[src/rtl/uart_tx_feeder.sv]
// Byte FIFO feeding a uart transmitter: one launch pulse per frame, data held
// stable for the whole frame, optional idle gap and a sticky busy-timeout flag.
module uart_tx_feeder #(
    parameter int G_WORD_WIDTH   = 8,
    parameter int G_DEPTH        = 16,
    parameter int G_GAP_CYCLES   = 0,
    parameter int G_BUSY_TIMEOUT = 4
) (
    input  logic                      i_clk,
    input  logic                      i_rst,
    input  logic                      i_s_valid,
    input  logic [G_WORD_WIDTH-1:0]   i_s_data,
    output logic                      o_s_ready,
    input  logic                      i_flush,
    output logic                      o_tx_en,
    output logic [G_WORD_WIDTH-1:0]   o_tx_data,
    input  logic                      i_tx_busy,
    output logic [$clog2(G_DEPTH):0]  o_fifo_count,
    output logic                      o_fifo_empty,
    output logic                      o_fifo_full,
    output logic                      o_idle,
    output logic                      o_err
);

    localparam int C_AW   = $clog2(G_DEPTH);
    localparam int C_TMAX = (G_GAP_CYCLES > G_BUSY_TIMEOUT) ? G_GAP_CYCLES : G_BUSY_TIMEOUT;
    localparam int C_TW   = (C_TMAX > 1) ? $clog2(C_TMAX) : 1;
    localparam logic [C_TW-1:0] C_BUSY_LOAD = C_TW'(G_BUSY_TIMEOUT - 1);
    localparam logic [C_TW-1:0] C_GAP_LOAD  = C_TW'((G_GAP_CYCLES > 0) ? G_GAP_CYCLES - 1 : 0);

    typedef enum logic [2:0] {
        S_IDLE,
        S_LAUNCH,
        S_WAIT_BUSY,
        S_WAIT_DONE,
        S_GAP
    } state_t;

    state_t                  r_state;
    logic [G_WORD_WIDTH-1:0] r_mem [G_DEPTH];
    logic [C_AW-1:0]         r_wr_ptr;
    logic [C_AW-1:0]         r_rd_ptr;
    logic [C_AW:0]           r_count;
    logic [C_TW-1:0]         r_timer;
    logic                    r_tx_en;
    logic [G_WORD_WIDTH-1:0] r_tx_data;
    logic                    r_err;

    logic w_full;
    logic w_empty;
    logic w_push;
    logic w_pop;

    assign w_full  = (r_count == (C_AW+1)'(G_DEPTH));
    assign w_empty = (r_count == '0);
    assign w_push  = i_s_valid && o_s_ready && !i_flush;
    // Pop decision is shared by the FIFO pointers and the FSM so both agree.
    assign w_pop   = (r_state == S_IDLE) && !w_empty && !i_tx_busy;

    assign o_s_ready    = !w_full && !i_rst;
    assign o_fifo_count = r_count;
    assign o_fifo_empty = w_empty;
    assign o_fifo_full  = w_full;
    assign o_idle       = (r_state == S_IDLE) && w_empty;
    assign o_tx_en      = r_tx_en;
    assign o_tx_data    = r_tx_data;
    assign o_err        = r_err;

    always_ff @(posedge i_clk) begin
        if (w_push) begin
            r_mem[r_wr_ptr] <= i_s_data;
        end
    end

    always_ff @(posedge i_clk) begin
        if (i_rst || i_flush) begin
            r_wr_ptr <= '0;
            r_rd_ptr <= '0;
            r_count  <= '0;
        end else begin
            if (w_push) begin
                r_wr_ptr <= r_wr_ptr + 1'b1;
            end
            if (w_pop) begin
                r_rd_ptr <= r_rd_ptr + 1'b1;
            end
            if (w_push && !w_pop) begin
                r_count <= r_count + 1'b1;
            end else if (w_pop && !w_push) begin
                r_count <= r_count - 1'b1;
            end
        end
    end

    always_ff @(posedge i_clk) begin
        if (i_rst) begin
            r_state   <= S_IDLE;
            r_tx_en   <= 1'b0;
            r_tx_data <= '0;
            r_err     <= 1'b0;
            r_timer   <= '0;
        end else begin
            case (r_state)
                S_IDLE: begin
                    r_tx_en <= 1'b0;
                    if (w_pop) begin
                        r_tx_data <= r_mem[r_rd_ptr];
                        r_tx_en   <= 1'b1;
                        r_state   <= S_LAUNCH;
                    end
                end
                S_LAUNCH: begin
                    r_tx_en <= 1'b0;
                    r_timer <= C_BUSY_LOAD;
                    r_state <= S_WAIT_BUSY;
                end
                S_WAIT_BUSY: begin
                    if (i_tx_busy) begin
                        r_state <= S_WAIT_DONE;
                    end else if (r_timer == '0) begin
                        // Word is dropped; no retry, only the sticky flag.
                        r_err   <= 1'b1;
                        r_state <= S_IDLE;
                    end else begin
                        r_timer <= r_timer - 1'b1;
                    end
                end
                S_WAIT_DONE: begin
                    if (!i_tx_busy) begin
                        if (G_GAP_CYCLES == 0) begin
                            r_state <= S_IDLE;
                        end else begin
                            r_timer <= C_GAP_LOAD;
                            r_state <= S_GAP;
                        end
                    end
                end
                S_GAP: begin
                    if (r_timer == '0) begin
                        r_state <= S_IDLE;
                    end else begin
                        r_timer <= r_timer - 1'b1;
                    end
                end
                default: begin
                    r_tx_en <= 1'b0;
                    r_state <= S_IDLE;
                end
            endcase
        end
    end

endmodule

[config.mk]
export PLATFORM = sky130hd
export DESIGN_NAME = uart_tx_feeder
export DESIGN_NICKNAME = d
export VERILOG_FILES = /design/src/rtl/uart_tx_feeder.sv
export SDC_FILE = /design/constraint.sdc
export NUM_CORES = 1
export LEC_CHECK = 0
export CAP_MARGIN = 20
export CORE_AREA = 2 2 140 142
export CTS_CLUSTER_DIAMETER = 150
export DETAILED_ROUTE_END_ITERATION = 10
export DIE_AREA = 0 0 142 144
export DONT_BUFFER_PORTS = 1
export PLACE_DENSITY_LB_ADDON = 0.25
export SLEW_MARGIN = 20
export SYNTH_ARGS = -nofsm -noshare
export SYNTH_HDL_FRONTEND = slang
export SYNTH_SLANG_ARGS = --single-unit
[constraint.sdc]
create_clock -name i_clk -period 4 [get_ports i_clk]
set_clock_uncertainty 0.15 [all_clocks]
set_input_delay 0.4 -clock i_clk [delete_from_list [all_inputs] [get_ports i_clk]]
set_output_delay 0.4 -clock i_clk [all_outputs]
set_load 0.02 [all_outputs]
After elaboration in Yosys (flattened, before gate mapping)
Memories as Yosys holds them, arrays and structs flattened. A register that Yosys moved wholly into a read port is not among the register bits.
Index checks and enable logic that the tools add are counted.

cells by class
  equality and inequality tests = 8
  reduce and logical (&&, ||, !) cells = 26
  bitwise gates (word level) = 1
  mux-type cells = 14
  add/sub/neg operators = 5

operators by type and width
  operator                                          number
  case mux 3 bit (5 select lines)                   1
  2-to-1 mux 3 bit                                  4
  2-to-1 mux 5 bit                                  2
  adder 4 x 1 -> 4 bit, second input constant       2
  logical AND 1 bit                                 8
  zero test 1 bit                                   7
  == test 3 x 2 -> 1 bit, second input constant     2
  inequality test 2 bit, second input constant      3
  case mux 2 bit (3 select lines)                   1
  AND reduction 2 bit                               3
  adder 5 x 1 -> 5 bit, second input constant       1
  == test 5 bit, second input constant              1
  zero test 5 bit                                   1
  subtractor 5 x 1 -> 5 bit, second input constant  1
  2-to-1 mux 2 bit                                  2
  == test 3 x 1 -> 1 bit, second input constant     1
  == test 3 bit, second input constant              1
  zero test 3 bit                                   1
  2-to-1 mux 1 bit                                  3
  AND reduction 3 bit                               1
  nonzero test 3 bit                                1
  OR reduction 3 bit                                1
  zero test 2 bit                                   1
  case mux 1 bit (2 select lines)                   1
  other kinds (4)                                   4

word-level totals
  memories = 1
  input port bits = 13
  output and inout bits = 19
  RAM bits = 128
  logic and storage cells = 62
  flip-flop bits (word level) = 20

memories
  memory  depth  width  read ports  clocked after memory_dff  write ports  RTL line  RTL
  r_mem   16     8      1           1                         1            40        logic [G_WORD_WIDTH-1:0] r_mem [G_DEPTH];

Longest topological paths before layout
  depth after elaboration = 9
  gate-level depth with buffers = 12
  depth with buffers taken out = 10

Least setup slack after synthesis
OpenSTA, ideal clock, no wires.

  path kind = input -> register
  start = in i_rst
  end = reg r_count[4] (netlist: o_fifo_count[4])
  stages on the path = 10
  required time = 3,778 ps
  arrival = 2,552 ps
  setup slack = 1,227 ps
  cells stage by stage = buf_4 -> or2_2 -> a211oi_2 -> ha_1 -> inv_1 -> fa_1 -> a21o_1 -> a21oi_1 -> mux2i_1 -> mux2i_1

between the ends
  cells in the longest elaborated chain, start to end = 7
  elaborated cells on any way between the ends = 10

ends and longest elaborated chain
  what                                 RTL line  RTL
  start, declared                      10        input logic i_rst,
  zero test 1 bit *                    60        assign o_s_ready = !w_full && !i_rst;
  logical AND 1 bit *                  60
  logical AND 1 bit * (2 in series)    56        assign w_push = i_s_valid && o_s_ready && !i_flush;
  named net w_push                     51        logic w_push;
  zero test 1 bit                      89        end else if (w_pop && !w_push) begin
  logical AND 1 bit                    89
  nonzero test 2 bit (no source line)  n/a
  end signal, assigned                 88        r_count <= r_count + 1'b1;
  end signal, assigned                 90        r_count <= r_count - 1'b1;
  end, declared                        43        logic [C_AW:0] r_count;

Mark *: on every way through the listed nets, which the timed path passes. The rest lies on a longest branch.
A chain may end at the register's enable or synchronous reset.

Worst setup path in the final report
  start = reg r_count[1] (netlist: o_fifo_count[1])
  end = reg r_count[4] (netlist: o_fifo_count[4])

between the ends
  cells in the longest elaborated chain, start to end = 8
  elaborated cells on any way between the ends = 18

ends and longest elaborated chain
  what
  branches (longest 8 deep; another with subtractor 5 x 1 -> 5 bit)

Parallel ways; which one is timed is not known. The select of a mux whose other input is x is not followed.

==> out/metrics.json <==
{
  "dp_hpwl": {"value": 8930, "unit": "um"},
  "final-setup-viol-count": {"value": 0},
  "max_slew.worst_pin.slew": {"value": 0.952, "unit": "ns"},
  "synth_top_cells_by_area": {"value": "edfxtp_1, mux2i_1, dfxtp_1, nor2_1, o22ai_1"},
  "clock_tree.htree_level_count": {"value": 4},
  "yosysTopAreaCell": {"value": "edfxtp_1"},
  "critPathKind": {"value": "register to register"},
  "clock_buffer_depth": {"value": 2},
  "rsz0062_at_grt": {"value": "false"},
  "synth_ff_type": {"value": "edfxtp_1"},
  "synth_cells": {"value": 437},
  "synth.cell_area": {"value": 6480, "unit": "um2"},
  "part_of_the_yosys_area_used_for_sequential_elements": {"value": 67.9, "unit": "%"},
  "clk_transition_reported_paths": {"value": 0.06, "unit": "ns"},
  "globalRoute.totalOverflow": {"value": 0},
  "maxCapViolations": {"value": 0},
  "r2r_worst_path_depth": {"value": 11},
  "dieHeight": {"value": 144, "unit": "um"},
  "total_power": {"value": 3.78, "unit": "mW"},
  "timing.critical_path.slowest_stage_cell": {"value": "nor4_4"},
  "antenna-diode-count": {"value": 0},
  "rrSetupSlack": {"value": 0.92, "unit": "ns"},
  "worstPathArrival": {"value": 3.28, "unit": "ns"},
  "design.die.area": {"value": 20400, "unit": "um2"},
  "worstPathBufferInverterCount": {"value": 3},
  "synth.net_count": {"value": 461},
  "row_count": {"value": 51},
  "root_buffer": {"value": "clkbuf_16"},
  "postCtsSetupBuffers": {"value": 0},
  "critPathCaptureType": {"value": "register"},
  "slew_headroom": {"value": 36.6, "unit": "%"},
  "clock_latency": {"value": 0.42, "unit": "ns"},
  "synth_largest_type_area_fraction": {"value": 59.3, "unit": "%"},
  "vias_per_cell": {"value": 5.16},
  "io_pins": {"value": 32},
  "cells_traversed_along_the_worst_timing_path": {"value": "nor4_4 > a21boi_2 > buf_4 > inv_1 > ha_1 > inv_1 > fa_1 > a21o_1 > a21oi_1 > mux2i_1 > mux2i_1"},
  "startpoint_of_the_worst_setup_timing_path": {"value": "o_fifo_count[1]"},
  "worst_path_largest_cell_delay": {"value": 0.51, "unit": "ns"},
  "p_leak": {"value": 2.26, "unit": "nW"},
  "pre_cts_ws": {"value": 0.929, "unit": "ns"},
  "asyncSetResetFlopFracSynth": {"value": 0, "unit": "%"},
  "antenna_found_initial": {"value": 0},
  "via_count_of_the_first_global_routing_pass": {"value": 3601},
  "gp_congestion": {"value": 0.774},
  "rr_endpoint": {"value": "o_fifo_count[4]"},
  "whs_endpoint": {"value": "o_err"},
  "synthToLayoutAreaGrowth": {"value": 13.7, "unit": "%"},
  "via_count": {"value": 3597},
  "postPlaceCellArea": {"value": 6680, "unit": "um2"},
  "r2r_start": {"value": "o_fifo_count[1]"},
  "drt_first_iter_violations": {"value": 248},
  "chipWidth": {"value": 142, "unit": "um"},
  "pwr_cell_area": {"value": 513, "unit": "nW/um2"},
  "ratio_of_cells_with_drive_above_1_in_the_final_layout": {"value": 11.3, "unit": "%"},
  "crit_path_start_kind": {"value": "register"},
  "final_hold_vios": {"value": 0},
  "port_buffers": {"value": 0},
  "grt_first_pass_wirelength": {"value": 21400, "unit": "um"},
  "effective_utilization_at_floorplan": {"value": 34.0, "unit": "%"},
  "drt_pre_antenna_iters": {"value": 6},
  "number_of_synthesis_warnings": {"value": 0},
  "setup_tns": {"value": 0, "unit": "ns"},
  "max-vdd-ir-drop": {"value": 0.000292, "unit": "V"},
  "grt_usage": {"value": 14.6, "unit": "%"},
  "worst_hold_path_type": {"value": "primary input to register"},
  "yosys.cell_types.count": {"value": 45},
  "outcome": {"value": "finished, final reports clean"},
  "syn-mean-instance-area": {"value": 14.8, "unit": "um2"},
  "wire_per_inst": {"value": 20.5, "unit": "um"},
  "final_min_period_over_clock_period": {"value": 77.0, "unit": "%"},
  "finalWorstPathRequiredPeriod": {"value": 3.08, "unit": "ns"},
  "routed_wl": {"value": 14300, "unit": "um"},
  "slew_violations": {"value": 0},
  "synth.ff_latch_count": {"value": 156},
  "path_delay_family": {"value": "adder cells"},
  "design.core.area": {"value": 19100, "unit": "um2"},
  "postRouteAntennaNets": {"value": 0},
  "max_clock_freq": {"value": 325, "unit": "MHz"},
  "cts_inserted_buffers": {"value": 17},
  "layout_setup_ws": {"value": 0.921, "unit": "ns"},
  "cts_tree": {"value": "done"},
  "hp-start": {"value": "i_tx_busy"},
  "route.detailed.drc": {"value": 0},
  "number_of_flops_mapped_to_enable_cells_by_yosys": {"value": 128},
  "clkSinkCount": {"value": 156},
  "critPathRequiredTime": {"value": 4.20, "unit": "ns"},
  "pin_count_of_the_biggest_net_entering_global_routing": {"value": 53},
  "critical_path_peak_fanout": {"value": 20},
  "fin_area": {"value": 7370, "unit": "um2"},
  "layout.nets": {"value": 470},
  "hold_path_depth": {"value": 3}
}
## registers in the layout, summed over array words and instances, names as in the netlist
| register | count |
|---|---|
| r_state | 3 |
| r_mem | 128 |
| r_wr_ptr | 4 |
| o_tx_data | 8 |
| r_timer | 2 |
| o_fifo_count | 5 |
| r_rd_ptr | 4 |
| o_tx_en | 1 |
| o_err | 1 |
## Yosys cell counts (2+ instances only)
master / instances
a211oi_1: 2
a21o_1: 3
a21oi_1: 8
a311oi_1: 5
a311oi_2: 6
buf_2: 7
buf_4: 7
buf_6: 3
clkbuf_1: 5
clkbuf_2: 2
dfxtp_1: 28
edfxtp_1: 128
ha_1: 10
inv_1: 11
mux2i_1: 65
mux4_2: 2
nand2_1: 7
nand2b_1: 2
nand3_1: 6
nand3b_1: 5
nor2_1: 55
nor3_1: 6
nor4_4: 2
o211ai_1: 2
o21ai_0: 2
o22ai_1: 30
or3b_1: 3
xnor2_1: 4
xor2_1: 5
## per-layer routing
metal  wire length [um]  share of wire [%]  global-route usage, %  up-vias
met5                  0                  0                      0        -
met4                225                1.6                   4.89        0
met3                933                6.5                   4.87       12
met2               6870                 48                   23.7       89
met1               6240                 44                   18.4     1811
li1                   -                  -                      -     1685
## worst max-delay path by stage
stage	to	slack, ns	cells past startpoint
2_1_floorplan	o_fifo_count[4]	1.23	10
3_3_place_gp	o_fifo_count[4]	1.0	11
3_5_place_dp	o_fifo_count[4]	0.93	11
4_1_cts	o_fifo_count[4]	0.90	11
5_1_grt	o_fifo_count[4]	0.71	11
6_report	o_fifo_count[4]	0.92	11
## final cells by class
class	count	area (um2)
tap	238	298
clock inverter	10	141
fill	1738	11700
timing repair buffer	15	135
multi-input combinational	245	1880
sequential	156	4410
clock buffer	22	464
inverter	11	41.3
## stage by stage
| step | std cells | hold slack [ns] | utilization, % |
|---|---|---|---|
| after floorplan | 437 | 0.302 | - |
| after global placement | 656 | 0.313 | 35.0 |
| after detailed placement | 656 | 0.324 | 35.0 |
| after CTS | 697 | 0.0688 | 38.6 |
| after global routing | 697 | 0.0829 | 38.6 |
| final | 697 | 0.0884 | 38.6 |
## power breakdown
part           leakage [nW]  internal [mW]  switching [mW]
logic                 0.585          0.101           0.164
registers              1.38           1.79          0.0731
clock network         0.291           1.02           0.637
## logic make-up (layout without fill, tap and decap cells)
logic type | after synthesis | after routing | synth area share (%)
AO/OA/AOI/OAI | 63 | 63 | 7.37
XOR/XNOR | 9 | 9 | 1.22
adder cells (fa/ha/maj) | 11 | 11 | 2.24
buffers and inverters | 36 | 58 | 3.01
flip-flops | 156 | 156 | 67.9
multiplexers | 68 | 68 | 10.9
AND/OR/NAND/NOR | 94 | 94 | 7.32
## cell usage in the layout (no fill, tap or decap), drive strengths merged, types with 7 or more instances in the layout
master and n:
o22ai 30, dlygate4sd3 9, ha 10, inv 12, mux2i 65, clkbuf 22, a311oi 11, a21oi 8
nand2 7, edfxtp 128, dfxtp 28, nor2 55
## what timing repair did
action / in CTS / in global routing
hold buffers: 9 / 0
endpoints found under the setup margin: 0 / 0
gates resized for setup: 0 / 0
endpoints found under the hold margin: 143 / 0
## worst min-delay path: cells and delay by family
family / cells / cell delay, ns
compound gates: 1 / 0.14
simple gates: 2 / 0.08
No activity file was read; power rests on OpenSTA's default activity.
